File: config.mk
export PLATFORM = sky130hd
export DESIGN_NAME = uart_tx_scheduler
export DESIGN_NICKNAME = d
export VERILOG_FILES = /design/src/rtl/uart_tx_scheduler.sv
export SDC_FILE = /design/constraint.sdc
export NUM_CORES = 1
export LEC_CHECK = 0
export ABC_CLOCK_PERIOD_IN_PS = 2600
export BUFFER_PORTS_ARGS = -buffer_cell sky130_fd_sc_hd__buf_2
export CORE_ASPECT_RATIO = 1.1
export CORE_MARGIN = 2
export CORE_UTILIZATION = 55
export DETAILED_ROUTE_END_ITERATION = 8
export PLACE_DENSITY = 0.77
export SETUP_SLACK_MARGIN = 0.02
export SLEW_MARGIN = 25
export SYNTH_ARGS = -nofsm -noshare
export SYNTH_HDL_FRONTEND = slang
export SYNTH_SLANG_ARGS = --single-unit
File: constraint.sdc
create_clock -name sys_clk -period 2.6 [get_ports sys_clk]
set_clock_uncertainty 0.1 [all_clocks]
set_input_delay 0.52 -clock sys_clk [delete_from_list [all_inputs] [get_ports sys_clk]]
set_output_delay 0.52 -clock sys_clk [all_outputs]
set_load 0.005 [all_outputs]
File: src/rtl/uart_tx_scheduler.sv
// uart_tx_scheduler: round-robin arbiter between two byte sources feeding one 8N1 serial line,
// with bit timing derived from sys_clk by an internal baud counter.
module uart_tx_scheduler #(
   parameter int CLK_DIV = 5208,
   parameter int DATA_W  = 8
) (
   input  logic              sys_clk,
   input  logic              Reset_n,
   input  logic              req0_valid,
   input  logic [DATA_W-1:0] req0_data,
   output logic              req0_ready,
   input  logic              req1_valid,
   input  logic [DATA_W-1:0] req1_data,
   output logic              req1_ready,
   output logic              tx_out,
   output logic              busy,
   output logic              grant_id,
   output logic              tx_done
);
   localparam int CW = $clog2(CLK_DIV);
   localparam int IW = $clog2(DATA_W);
   localparam logic [CW-1:0] CNT_LAST = CW'(CLK_DIV - 1);
   localparam logic [IW-1:0] IDX_LAST = IW'(DATA_W - 1);
   localparam logic [1:0] IDLE = 2'd0, START = 2'd1, DATA = 2'd2, STOP = 2'd3;

   logic [1:0]        state;
   logic [CW-1:0]     cnt;
   logic [IW-1:0]     idx;
   logic [DATA_W-1:0] shreg;
   logic              ptr, sel, take, bit_end;

   // ptr names the requester that wins when both are valid
   always_comb begin
      sel        = (req0_valid && req1_valid) ? ptr : req1_valid;
      req0_ready = (state == IDLE) && req0_valid && !sel;
      req1_ready = (state == IDLE) && req1_valid && sel;
      take       = req0_ready || req1_ready;
      bit_end    = cnt == CNT_LAST;
   end

   assign busy = state != IDLE;

   always_ff @(posedge sys_clk or negedge Reset_n) begin
      if (!Reset_n) begin
         state    <= IDLE;
         cnt      <= '0;
         idx      <= '0;
         shreg    <= '0;
         ptr      <= 1'b0;
         grant_id <= 1'b0;
         tx_out   <= 1'b1;
         tx_done  <= 1'b0;
      end else begin
         tx_done <= 1'b0;
         cnt     <= (state == IDLE || bit_end) ? '0 : cnt + 1'b1;
         case (state)
            IDLE: if (take) begin
               shreg    <= sel ? req1_data : req0_data;
               grant_id <= sel;
               ptr      <= !sel;
               state    <= START;
               tx_out   <= 1'b0;
            end
            START: if (bit_end) begin
               state  <= DATA;
               idx    <= '0;
               tx_out <= shreg[0];
            end
            DATA: if (bit_end) begin
               if (idx == IDX_LAST) begin
                  state  <= STOP;
                  tx_out <= 1'b1;
               end else begin
                  idx    <= idx + 1'b1;
                  tx_out <= shreg[idx + 1'b1];
               end
            end
            default: if (bit_end) begin
               state   <= IDLE;
               tx_done <= 1'b1;
            end
         endcase
      end
   end
endmodule

==> results by group <==
Synth
  • Synth area leader: dfrtp_1
  • Syn_nets: 175
  • Top post-synthesis cells by area: dfrtp_1 47%, a222oi_1 6.5%, ha_1 5.7%
  • Cell with the most instances after synthesis: dfrtp_1
  • Asr flop ratio synth: 100.0%
  • Post-synthesis cell count: 148
  • Synth top area share: 47.35%
  • Yosys cell types: 33
  • Synthesized area: 1533 sq um
  • Seq/Total Area, Yosys: around half
  • Number of synthesized flops with an enable pin: 0
  • Synth warnings: 0
  • Top cells by count, synth: 29 x dfrtp_1, 15 x inv_1, 13 x nor2_1
  • Primary FF master, synth: dfrtp_1
  • #FFs+latches synth: 30
  • Mean post-synth cell area: ~10 sq um

GRT
  • Gr ovfl total: 0
  • Vias in the first global route: 1,226
  • Global-route wire length before repair: 5313 um
  • Largest net degree at the start of global routing: 31
  • Total track usage: 23.05%
  • Antenna violations before repair: 0

Setup path
  • Max FO, Critical Path: 6
  • Element type at the critical path start: flip-flop
  • WP buf/inv: 0
  • CP Data Required Time: 2.72 ns
  • Setup crit end kind: flip-flop
  • Slowest CP cell: or4b_1
  • Top Family by Delay on Critical Path: simple AND/OR/NAND/NOR gates
  • CP cell instances: or4b_1 > or3_1 > a222oi_1 > mux2_1
  • Worst Path Arrival: 2.60 ns
  • Max stage delay on crit path: 0.56 ns
  • CP Class: reg2reg

Detailed routing
  • Final ANT Viol Nets: 0
  • Residual DRC count: 0
  • Vias: 1,245
  • WL/cell: around 15 um
  • Routed wire length: 3110 um
  • Drt pass-1 iters: 5
  • Violation count after the first detailed-route iteration: approximately 80
  • Vias/cell: 5.845

Power
  • Int Pwr: 607.4 uW
  • Max VDD drop: 0.0003693 V
  • P per Cell Area: 441.5 nW/um^2
  • Switching share of power: 21.91%
  • Flop pwr share: 59.9%
  • Psw: 170.5 uW
  • Clock power frac: 36.9%
  • Leakage: 0.0009023 uW
  • Power share of the combinational group: 3.2%

Floorplan
  • Starting Density: between 50 and 60%
  • Core area: 2703 sq um
  • Ports: 26
  • Die Wd: 54.34 um
  • Die span in y: 59.37 um
  • Die area: 3226 sq um
  • # rows: 20

Hold path
  • Hold WC Path Type: in2async

CTS
  • Root buf cell: clkbuf_4
  • CTS buffer count: 5
  • Clock latency on the worst-skew pair: 0.33 ns
  • Clock transition at path regs: 0.10 ns
  • Post_cts resized: 0
  • Clock Tree Buf Depth: 2
  • Clock sinks: 30
  • H-tree depth: 2
  • CTS tree: built
  • # Post-CTS Setup Buffers: 0
  • Post-CTS Hold Buffers: 0

STA
  • Final Hold Vio Count: 0
  • F_max: 403.4 MHz
  • Fin crit share: 95.35%
  • Setup violators final: 0
  • Worst Max-Slew Pin Slew: 0.6793 ns
  • Max_slew headroom: 54.41%
  • Hold WS: 0.1016 ns
  • Post-route minimum period: ~2.5 ns
  • RSZ-0062 raised after global routing: no
  • Setup TNS: 0 ns
  • Max Slew Vio Count: 0

Placed design
  • Post-Place Cells: 205
  • Port bufs: 25
  • Gpl congestion: 0.8428
  • Dpl hpwl: 2375 um
  • Post-DP Area: 1702 sq um

Finish
  • Final core occ: 65.19%
  • # nets final: 206
  • Post-route cell area: between 1500 and 2000 sq um
  • Layout cells sized above 1: 21.11%
  • Fin cells: 213
  • Area grow syn2layout: 14.94%
  • # fillers: 217
  • Antenna diode count: 0

Run
  • Max Cap Violations: 0

Run status
  • Outcome: completed
metal layers:
layer	track usage [%]	up-vias	part of all wire, %
met1	29.60	594	45
met3	6.061	6	4.9
met2	35.97	40	48
met5	0	-	0
met4	10.71	0	1.9
li1	-	605	-
registers in the layout, summed over array words and instances, names as in the netlist:
register / cells
grant_id: 1
tx_out: 1
ptr: 1
state: 2
tx_done: 1
cnt: 13
idx: 3
shreg: 8
cells by family (layout without fill, tap and decap cells):
| family | after synthesis | in the layout | share of synthesized area, % |
|---|---|---|---|
| adder cells (fa/ha/maj) | 7 | 7 | 5.714 |
| multiplexers | 4 | 4 | 4.326 |
| AND/OR/NAND/NOR | 48 | 48 | 15.76 |
| buffers and inverters | 18 | 50 | 4.489 |
| XOR/XNOR | 9 | 9 | 5.143 |
| AO/OA/AOI/OAI | 32 | 32 | 15.51 |
| flip-flops | 30 | 30 | 49.06 |
layout by cell type, fill, tap and decap left out, types with 5 or more instances in the layout:
cell type / netlist / final
a222oi_1: 10 / 10
ha_1: 7 / 7
nand4_1: 5 / 5
dfrtp_1: 29 / 29
inv_1: 15 / 15
buf_2: 1 / 25
nand2_1: 12 / 12
a21oi_1: 5 / 5
xnor2_1: 6 / 6
o21ai_0: 7 / 7
clkbuf_4: 0 / 5
nor2_1: 13 / 13
worst paths after layout:
| check | start | endpoint | slack [ns] | depth (start not counted) |
|---|---|---|---|---|
| worst min register to register | grant_id | grant_id | 0.38 | 1 |
| max in group asynchronous | Reset_n | cnt[9] | 1.87 | 1 |
| worst max register to register | cnt[5] | state[1] | 0.12 | 4 |
| min in group sys_clk | req0_data[1] | shreg[1] | 0.32 | 3 |
| worst max-delay path | cnt[5] | state[1] | 0.12 | 4 |
| worst min-delay path | Reset_n | idx[2] | 0.10 | 1 |
power by group through the flow:
stage                     combinational (uW)  sequential (uW)  clock [uW]
after floorplan                        0.687              476           0
after global placement                  24.2              475           0
after detailed placement                25.2              475           0
after CTS                               25.2              466         297
after global routing                    27.5              466         316
final                                   24.5              466         287
through the flow:
stage	worst slack [ns]	power (uW)
3_5_place_dp	0.1146	500.6
3_3_place_gp	0.1990	499.6
2_1_floorplan	0.2287	476.3
6_report	0.1210	777.9
4_1_cts	0.1085	788.6
5_1_grt	0.03964	809.7
area by class of cell:
type | count | area [sq um] | area share [%]
repair buffers | 27 | 140.1 | 7.955
well taps | 33 | 41.29 | 2.344
inverters | 15 | 56.30 | 3.196
clock inverters | 1 | 5.005 | 0.2841
multi-input cells | 100 | 711.9 | 40.41
clock buffers | 7 | 55.05 | 3.125
flip-flops and latches | 30 | 752.0 | 42.68
No activity file was read; power rests on OpenSTA's default activity.
